==> src/rtl/pc_fetch_sequencer_if.sv <==
// Instruction-memory request/response bundle between the fetch sequencer and memory.
// master = sequencer side, slave = memory side.
interface pc_fetch_sequencer_if;
   logic        IMemReqValid;
   logic [63:0] IMemReqAddr;
   logic        IMemReqReady;
   logic        IMemRespValid;
   logic [31:0] IMemRespData;

   modport master (
      output IMemReqValid,
      output IMemReqAddr,
      input  IMemReqReady,
      input  IMemRespValid,
      input  IMemRespData
   );

   modport slave (
      input  IMemReqValid,
      input  IMemReqAddr,
      output IMemReqReady,
      output IMemRespValid,
      output IMemRespData
   );
endinterface

==> src/rtl/pc_fetch_sequencer.sv <==
// Program-counter owner: fetches one instruction, holds it for the datapath, commits the
// next PC on ExecDone. Tracks retired instructions and stops on Halt or on a fetch timeout.
module pc_fetch_sequencer #(
   parameter logic [63:0] RESET_PC = 64'h0,
   parameter int unsigned TIMEOUT  = 16
) (
   input  logic                        CLK,
   input  logic                        resetl,
   pc_fetch_sequencer_if.master        imem,
   output logic [31:0]                 Instr,
   output logic                        InstrValid,
   input  logic                        ExecDone,
   input  logic                        Branch,
   input  logic                        ALUZero,
   input  logic                        Uncondbranch,
   input  logic [63:0]                 SignExtImm64,
   input  logic                        Halt,
   output logic [63:0]                 CurrentPC,
   output logic [31:0]                 RetireCount,
   output logic                        Halted,
   output logic                        Fault
);

   // Counter holds 0..TIMEOUT-1; the last value marks the final allowed wait cycle.
   localparam int unsigned CntW = (TIMEOUT < 2) ? 1 : $clog2(TIMEOUT);
   localparam logic [CntW-1:0] CntLast = CntW'(TIMEOUT - 1);

   typedef enum logic [2:0] {
      StFetchReq,
      StFetchWait,
      StExec,
      StHalted,
      StFault
   } state_e;

   state_e          state_q, state_d;
   logic [63:0]     pc_q, pc_d;
   logic [31:0]     instr_q, instr_d;
   logic [31:0]     retire_q, retire_d;
   logic [CntW-1:0] tmo_cnt_q, tmo_cnt_d;

   logic        take;
   logic [63:0] pc_offset;
   logic [63:0] next_pc;
   logic        unused_imm_hi;

   // The word-offset shift drops the top two immediate bits.
   assign take          = Uncondbranch | (Branch & ALUZero);
   assign pc_offset     = take ? {SignExtImm64[61:0], 2'b00} : 64'd4;
   assign next_pc       = pc_q + pc_offset;
   assign unused_imm_hi = ^SignExtImm64[63:62];

   always_comb begin
      state_d   = state_q;
      pc_d      = pc_q;
      instr_d   = instr_q;
      retire_d  = retire_q;
      tmo_cnt_d = tmo_cnt_q;
      case (state_q)
         StFetchReq: begin
            if (imem.IMemReqReady) begin
               state_d   = StFetchWait;
               tmo_cnt_d = '0;
            end
         end
         StFetchWait: begin
            if (imem.IMemRespValid) begin
               instr_d = imem.IMemRespData;
               state_d = StExec;
            end else if (tmo_cnt_q == CntLast) begin
               state_d = StFault;
            end else begin
               tmo_cnt_d = tmo_cnt_q + CntW'(1);
            end
         end
         StExec: begin
            if (ExecDone) begin
               pc_d     = next_pc;
               retire_d = retire_q + 32'd1;
               state_d  = Halt ? StHalted : StFetchReq;
            end
         end
         StHalted: ;
         StFault:  ;
         default:  state_d = StFetchReq;
      endcase
   end

   always_ff @(posedge CLK or negedge resetl) begin
      if (!resetl) begin
         state_q   <= StFetchReq;
         pc_q      <= RESET_PC;
         instr_q   <= '0;
         retire_q  <= '0;
         tmo_cnt_q <= '0;
      end else begin
         state_q   <= state_d;
         pc_q      <= pc_d;
         instr_q   <= instr_d;
         retire_q  <= retire_d;
         tmo_cnt_q <= tmo_cnt_d;
      end
   end

   assign imem.IMemReqValid = (state_q == StFetchReq);
   assign imem.IMemReqAddr  = pc_q;
   assign InstrValid        = (state_q == StExec);
   assign Halted            = (state_q == StHalted);
   assign Fault             = (state_q == StFault);
   assign Instr             = instr_q;
   assign CurrentPC         = pc_q;
   assign RetireCount       = retire_q;

endmodule

==> src/flat_wrapper.sv <==
// flat-port wrapper written by rule: the top's interface ports become plain ports
module pc_fetch_sequencer_flat 
#(
   parameter logic [63:0] RESET_PC = 64'h0,
   parameter int unsigned TIMEOUT  = 16
)
  (CLK, resetl, Instr, InstrValid, ExecDone, Branch, ALUZero, Uncondbranch, SignExtImm64, Halt, CurrentPC, RetireCount, Halted, Fault, imem_IMemReqValid, imem_IMemReqAddr, imem_IMemReqReady, imem_IMemRespValid, imem_IMemRespData);
  pc_fetch_sequencer_if imem_i ();
  input  logic CLK;
  input  logic resetl;
  output logic [31:0] Instr;
  output logic InstrValid;
  input  logic ExecDone;
  input  logic Branch;
  input  logic ALUZero;
  input  logic Uncondbranch;
  input  logic [63:0] SignExtImm64;
  input  logic Halt;
  output logic [63:0] CurrentPC;
  output logic [31:0] RetireCount;
  output logic Halted;
  output logic Fault;
  output wire logic [$bits(imem_i.IMemReqValid)-1:0] imem_IMemReqValid;
  output wire logic [$bits(imem_i.IMemReqAddr)-1:0] imem_IMemReqAddr;
  input wire logic [$bits(imem_i.IMemReqReady)-1:0] imem_IMemReqReady;
  input wire logic [$bits(imem_i.IMemRespValid)-1:0] imem_IMemRespValid;
  input wire logic [$bits(imem_i.IMemRespData)-1:0] imem_IMemRespData;
  assign imem_IMemReqValid = imem_i.IMemReqValid;
  assign imem_IMemReqAddr = imem_i.IMemReqAddr;
  assign imem_i.IMemReqReady = imem_IMemReqReady;
  assign imem_i.IMemRespValid = imem_IMemRespValid;
  assign imem_i.IMemRespData = imem_IMemRespData;
  pc_fetch_sequencer #(.RESET_PC(RESET_PC), .TIMEOUT(TIMEOUT)) u_core (.CLK(CLK), .resetl(resetl), .imem(imem_i), .Instr(Instr), .InstrValid(InstrValid), .ExecDone(ExecDone), .Branch(Branch), .ALUZero(ALUZero), .Uncondbranch(Uncondbranch), .SignExtImm64(SignExtImm64), .Halt(Halt), .CurrentPC(CurrentPC), .RetireCount(RetireCount), .Halted(Halted), .Fault(Fault));
endmodule
==> config.mk <==
export PLATFORM = sky130hd
export DESIGN_NAME = pc_fetch_sequencer_flat
export DESIGN_NICKNAME = d
export VERILOG_FILES = /design/src/rtl/pc_fetch_sequencer_if.sv /design/src/rtl/pc_fetch_sequencer.sv /design/src/flat_wrapper.sv
export SDC_FILE = /design/constraint.sdc
export NUM_CORES = 1
export LEC_CHECK = 0
export BUFFER_PORTS_ARGS = -buffer_cell sky130_fd_sc_hd__buf_2
export CELL_PAD_IN_SITES_DETAIL_PLACEMENT = 1
export CELL_PAD_IN_SITES_GLOBAL_PLACEMENT = 1
export CORE_UTILIZATION = 35
export DETAILED_ROUTE_END_ITERATION = 7
export GPL_ROUTABILITY_DRIVEN = 1
export PLACE_DENSITY = 0.86
export SYNTH_ARGS = -nofsm -noshare
export SYNTH_HDL_FRONTEND = slang
export SYNTH_SLANG_ARGS = --single-unit
==> constraint.sdc <==
create_clock -name CLK -period 3.25 [get_ports CLK]
set_clock_uncertainty 0.2 [all_clocks]
set_input_delay 0.4875 -clock CLK [delete_from_list [all_inputs] [get_ports CLK]]
set_output_delay 0.4875 -clock CLK [all_outputs]
set_load 0.05 [all_outputs]
==> results of run 1 <==
metal layers:
| layer | track usage | vias to the layer above | wire (µm) |
|---|---|---|---|
| met5 | 0 | - | 0 |
| met4 | 0.1016 | 0 | 1332 |
| met3 | 0.03573 | 97 | 1569 |
| met2 | 0.4674 | 361 | 20290 |
| met1 | 0.2884 | 5081 | 15310 |
| li1 | - | 4711 | - |
synthesized netlist by cell type (all sizes together) (10+ instances only):
master    n  area share
o21bai   11      0.0086
nand3    27       0.015
nand4    19       0.012
a31oi    10      0.0071
inv      19      0.0074
dfrtp   133        0.34
nor3     19      0.0098
a21oi    70       0.037
and3     18       0.012
and2     67       0.043
nor2     46       0.018
mux2     34       0.040
xor2     32       0.029
o21ai    90       0.047
buf      70       0.053
clkbuf   43       0.017
ha       63       0.082
a21o     48       0.037
nand2   130       0.051
xnor2    52       0.047
through the flow:
stage          setup TNS (ns)  instances
3_5_place_dp           -24.50       1839
3_3_place_gp           -18.98       1839
2_1_floorplan          -4.743       1098
4_1_cts                -2.843       1886
6_report               -3.800       1905
5_1_grt                -6.559       1904
cell families after synthesis:
group | after synthesis
adders and majority gates | 64
DFF | 133
buffers and inverters | 132
and+or+nand+nor | 369
other | 1
muxes | 34
AOI/OAI and AO/OA | 278
xor gates and xnor gates | 84
area by class of cell:
cell class / count / area share
multi-input cells: 835 / 0.4509
repair buffers: 544 / 0.2403
flip-flops and latches: 133 / 0.2318
clock buffers: 19 / 0.03015
well taps: 341 / 0.02971
clock inverters: 13 / 0.01202
inverters: 19 / 0.004966
diodes: 1 / 0.0001743
repair_timing:
item	4_1_cts	5_1_grt
endpoints found under the setup margin	29	34
gates resized for setup	57	93
pin swaps	31	65
buffers inserted	13	19
hold buffers	1	0
gates cloned	2	0
endpoints found under the hold margin	47	0
worst reg2reg max path, stage by stage (launching register included):
cell and delay, ns:
dfrtp_1 0.38, ha_2 0.19, inv_2 0.05, fa_2 0.22, nor2b_4 0.04, o31a_1 0.28
o311a_1 0.35, a311o_2 0.34, a31o_4 0.25, a41oi_4 0.20, or4_4 0.22, nand3_4 0.12
a21boi_4 0.21, xnor2_1 0.14, o21ai_1 0.07
power groups by stage:
stage / combinational (W) / clock [W] / sequential (W)
after floorplan: 0.00504 / 0 / 0.00474
after global placement: 0.00957 / 0 / 0.00281
final: 0.0108 / 0.00207 / 0.00288
after global routing: 0.0114 / 0.00217 / 0.00297
after CTS: 0.0102 / 0.00211 / 0.00286
after detailed placement: 0.00991 / 0 / 0.00287
flip-flops by register name (all words and copies together) (netlist names):
| signal | cells |
|---|---|
| u_core.CurrentPC | 62 |
| u_core.Instr | 32 |
| u_core.RetireCount | 32 |
| u_core.state_q | 3 |
| u_core.tmo_cnt_q | 4 |
cell usage in the layout, fill, tap and decap left out, types with 5 or more instances in the layout:
cell,instances
nor2b_1,5
a21oi_2,23
a21oi_4,5
xor2_1,30
xnor2_1,46
buf_6,10
a21o_1,47
o21ai_1,25
xnor2_2,6
and2_4,10
nor3_2,6
o21bai_1,10
and4_1,5
a31oi_1,6
a21oi_1,42
nand3_1,24
dfrtp_1,133
nand4_1,19
nand2b_1,9
mux2_2,34
nand2_1,126
nor2_1,42
and3_1,17
nor3_1,13
o21ai_0,53
buf_2,290
inv_1,18
ha_2,6
clkbuf_16,17
o21ai_2,11
buf_4,238
ha_1,41
ha_4,16
and2_1,57
worst max-delay path by stage:
stage,end,depth (start not counted),from,slack (ns)
6_report,u_core.CurrentPC[63],15,ALUZero,-0.26
4_1_cts,u_core.CurrentPC[62],17,Branch,-0.23
5_1_grt,u_core.CurrentPC[50],18,ALUZero,-0.38
2_1_floorplan,u_core.CurrentPC[63],15,ALUZero,-0.38
3_5_place_dp,u_core.CurrentPC[60],17,ALUZero,-0.98
3_3_place_gp,u_core.CurrentPC[63],15,ALUZero,-0.76
==> out/metrics.csv, run 1 <==
metric;value;unit
outcome;finished with violations;
failing checks;setup timing;
Worst Path Required;3.34;ns
Post-Syn Instances;1095;
Core Area;27030;µm²
min-delay worst type;primary input to register;
crit start category;primary input;
hold_ws;0.1013;ns
H-tree Lvls;4;
Storage cell area;3328;µm²
pre-CTS setup slack;-0.9799;ns
Peak supply drop;0.0006337;V
initial antenna violation count;1;
Critical Path AT;3.60;ns
Int Pwr;0.007279;W
crit-path max FO;19;
DIE HEIGHT;168.1;µm
Fillers;3162;
grt ovf;0;
Post-DP HPWL;27.36;mm
warnings from Yosys;0;
Crit path buffers/inverters;3;
Worst-Skew Late Latency;0.42;ns
root buffer cell;clkbuf_16;
I/O pin count;301;
DRT iter0 DRCs;545;
Tot Pwr;0.01579;W
final hold violations;0;
Area Overhead vs Synth;48.68;%
Worst R2R Start;u_core.CurrentPC[2];
multi-input logic area;6475;µm²
Final Util;0.5313;
fraction of registers with async set/reset;1.000;
Remaining DRCs;0;
layout cells sized above 1;0.4811;
fin worst setup slack;-0.2646;ns
Switch Pwr;0.008507;W
Clock power frac;0.131;
Worst setup EP type;register;
clk buf depth;2;
RSZ-0062 raised after global routing;true;
Max-Cap Viols;0;
Tot GR Track Use;0.2515;
CP delay by family, top;compound AO/OA/AOI/OAI gates;
clock slew at reported path FFs;0.07;ns
Mapped Area;9658;µm²
reg2reg end;u_core.CurrentPC[54];
hold path startpoint;imem_IMemRespData[30];
Critical Path Max Stage Delay;0.45;ns
Finished Cell Area;14360;µm²
PD cells;1099;nW/µm²
XOR/XNOR Fraction of Synth Area;0.07618;
Placer Congestion;0.8687;
Sw Share;0.5389;
most used cell, CP;a21o_1;
dpl cell area;12730;µm²
Starting Density;0.3574;
count of cell types in the netlist;69;
Nets;1719;
share of power burned in registers;0.182;
Worst Reg-to-Reg Cells;14;
Die Wd;168.1;µm
Combinational Power Share;0.687;
crit-path cells;buf_12, a21o_4, buf_12, buf_8, and2_4, ha_4, a21o_1, a21o_1, a21o_1, a21o_1, a221o_1, o21ai_2, a31o_4, a21oi_2, or4b_1;
Die ar.;28260;µm²
synthesized area per cell;8.820;µm²
final wirelength;38.50;mm
Vias;10250;
CP Class;primary input to register;
TritonCTS clock tree;done;
r2r setup slk;-0.14;ns
final antenna-violating net count;0;
complex-gate fraction of the synthesized area;0.1851;
largest family of logic cells by synthesized area;simple AND/OR/NAND/NOR gates;
largest net degree at the start of global routing;56;
Period minus WS final;3.515;ns
Pre-antenna DRT Iters;4;
Post-Synth Adder-Cell Area;0.08369;
final setup vio count;22;
Tightest Pin Transition;0.8281;ns
PortBufs;294;
post-synthesis mux area share;0.03964;
f_max;284.5;MHz
worst rel slew slack;0.4336;
vias in the first global route;10671;
hold path depth;2;
Synth Area in Simple Gates;0.1929;
period utilization;1.081;
max-slew violations;0;
first-pass GRT wire length;56.02;mm
Slowest cell on crit path;or4b_1;
CTS buffer count;17;
sequential-to-total area share from yosys stat;0.3446;
P_leak;7.407;nW
Row Count;60;
vias per cell;5.381;
clock sink count;133;
Synth Flop Type;dfrtp_1;
EDFF count, synth;0;
Avg WL per Cell;20.21;µm
register bit total from synthesis;133;
Hold Path Sink;u_core.Instr[30];
Note: power is estimated with default switching activity, not from simulation.
==> run 2: changes to the inputs <==
--- a/config.mk
+++ b/config.mk
@@ -8,10 +8,10 @@
 export BUFFER_PORTS_ARGS = -buffer_cell sky130_fd_sc_hd__buf_2
 export CELL_PAD_IN_SITES_DETAIL_PLACEMENT = 1
 export CELL_PAD_IN_SITES_GLOBAL_PLACEMENT = 1
-export CORE_UTILIZATION = 35
+export CORE_UTILIZATION = 42
 export DETAILED_ROUTE_END_ITERATION = 7
 export GPL_ROUTABILITY_DRIVEN = 1
-export PLACE_DENSITY = 0.86
+export PLACE_DENSITY = 0.95
 export SYNTH_ARGS = -nofsm -noshare
 export SYNTH_HDL_FRONTEND = slang
 export SYNTH_SLANG_ARGS = --single-unit
==> constraint.sdc (replaced) <==
create_clock -name CLK -period 4.1 [get_ports CLK]
set_clock_uncertainty 0.2 [all_clocks]
set_input_delay 0.615 -clock CLK [delete_from_list [all_inputs] [get_ports CLK]]
set_output_delay 0.615 -clock CLK [all_outputs]
set_load 0.1 [all_outputs]
==> out/metrics.csv, run 2 (synthesis gave the netlist of run 1 again) <==
metric;value;unit;change
Placer Congestion;0.8760;;+0.84%
DRT iter0 DRCs;420;;-23%
Crit path depth;17;;+2
commonest non-fill, non-tap cell in the layout;buf_2;;
setup TNS;0;ns;+3.800 ns
Critical Path AT;4.08;ns;+0.48 ns
max FFs per register;62;;unchanged
hold path depth;2;;unchanged
CP Class;primary input to register;;
crit-path max FO;31;;+12
CP delay by family, top;simple AND/OR/NAND/NOR gates;;
dpl cell area;11810;µm²;-7.2%
Worst Reg-to-Reg Cells;14;;unchanged
Area Overhead vs Synth;29.29;%;
Die Wd;153.6;µm;-8.6%
CTS buffer count;17;;unchanged
DIE HEIGHT;153.6;µm;-8.6%
max-slew violations;0;;unchanged
Worst R2R Start;u_core.CurrentPC[2];;
hold path startpoint;imem_IMemRespData[30];;
most used cell, CP;nand2_1;;
worst rel slew slack;0.5213;;+0.08770
final hold violations;0;;unchanged
Avg WL per Cell;20.00;µm;-1.1%
Vias;9602;;-6.3%
Remaining DRCs;0;;unchanged
PortBufs;294;;unchanged
outcome;finished, final reports clean;;
I/O pin count;301;;unchanged
RSZ-0062 raised after global routing;false;;
post-CTS setup buffers;0;;-13
Worst setup EP type;register;;
initial antenna violation count;4;;+3
pre-CTS setup slack;-0.4219;ns;+0.5580 ns
vias in the first global route;10164;;-4.8%
grt ovf;0;;unchanged
layout cells sized above 1;0.3579;;-0.1232
Final Util;0.5532;;+0.02187
crit start category;primary input;;
H-tree Lvls;4;;unchanged
crit-path cells;buf_2, a21o_1, buf_12, buf_4, and2_1, ha_1, nand2_1, nor2_2, nand2_1, nor2_1, and4_1, o21ai_2, a21boi_2, o21ai_1, a31o_2, o21a_1, or4b_1;;
fin worst setup slack;0.1017;ns;+0.3663 ns
Critical Path Max Stage Delay;0.50;ns;+0.05 ns
Die ar.;23610;µm²;-16%
Tot GR Track Use;0.2908;;+0.03931
min-delay worst type;primary input to register;;
clock sink count;133;;unchanged
clock slew at reported path FFs;0.07;ns;about the same
Crit path buffers/inverters;3;;unchanged
final antenna-violating net count;0;;unchanged
largest net degree at the start of global routing;84;;+50%
vias per cell;5.563;;+3.4%
final setup vio count;0;;-100%
Tightest Pin Transition;0.7180;ns;-0.1101 ns
Period minus WS final;3.998;ns;
Core Area;22570;µm²;-16%
Max-Cap Viols;0;;unchanged
most frequent cells in the layout;buf_2, dfrtp_1, nand2_1;;
r2r setup slk;0.35;ns;+0.49 ns
root buffer cell;clkbuf_16;;
Hold Path Sink;u_core.Instr[30];;
f_max;250.1;MHz;
reg2reg end;u_core.CurrentPC[62];;
TritonCTS clock tree;done;;
Slowest cell on crit path;or4b_1;;
clk buf depth;2;;unchanged
Pre-antenna DRT Iters;4;;unchanged
Starting Density;0.4279;;+0.07052
Worst Path Required;4.18;ns;+0.84 ns
first-pass GRT wire length;54.54;mm;-2.6%
Post-DP HPWL;26.47;mm;-3.2%
Row Count;55;;-8.3%
final wirelength;34.51;mm;-10%
Finished Cell Area;12490;µm²;-13%
period utilization;0.9752;;
Worst-Skew Late Latency;0.42;ns;about the same
Nets;1595;;-7.2%
run 2: cell types whose count changed in the layout (fill, tap and decap cells not counted), sizes merged, moves of 2 or more:
cell,change
clkinvlp,+2
inv,+2
a21o,-2
clkinv,-2
buf,-122
run 2: worst reg2reg max path: cells and delay by family (launching register included):
| family | cells | cell delay, ns |
|---|---|---|
| AO/OA/AOI/OAI | 7 | 1.78 |
| adder cells (fa/ha/maj) | 2 | 0.54 |
| XOR/XNOR | 1 | 0.18 |
| buffers and inverters | 1 | 0.10 |
| AND/OR/NAND/NOR | 3 | 0.35 |
| flip-flops | 1 | 0.46 |
run 2: what timing repair did:
item	4_1_cts	5_1_grt
hold buffers	1	0
resized for setup	0	12
hold endpoints to repair	50	0
setup endpoints to repair	0	9
run 2: cell type report:
type	count	area, µm²
Clock buffer	18	429.2
Antenna cell	2	5.005
Tap cell	285	356.6
Sequential cell	133	3328
Clock inverter	14	165.2
Fill cell	2720	10080
Timing Repair Buffer	422	2466
Multi-Input combinational cell	833	5665
Inverter	19	71.32
run 2: worst max path at each step:
stage                                 to  startpoint
floorplan           u_core.CurrentPC[62]      Branch
global placement    u_core.CurrentPC[63]      Branch
detailed placement  u_core.CurrentPC[63]      Branch
CTS                 u_core.CurrentPC[63]      Branch
global route        u_core.CurrentPC[63]      Branch
finish              u_core.CurrentPC[63]      Branch
run 2: through the flow:
stage	hold slack, ns	instances
global placement	0.2534	1691
detailed placement	0.2593	1691
finish	0.2248	1726
global route	0.2142	1725
floorplan	0.1194	1098
CTS	0.2075	1724
run 2: metal layers:
| layer | global-route usage | part of all wire | vias to the layer above |
|---|---|---|---|
| li1 | - | - | 4471 |
| met1 | 0.3328 | 0.41 | 4766 |
| met2 | 0.5478 | 0.52 | 297 |
| met3 | 0.04425 | 0.044 | 64 |
| met4 | 0.09667 | 0.024 | 4 |
| met5 | 0 | 0.00078 | - |
Power of run 2 is not shown: default switching activity piles up to over one toggle a cycle in this logic, so the estimate is an artifact.
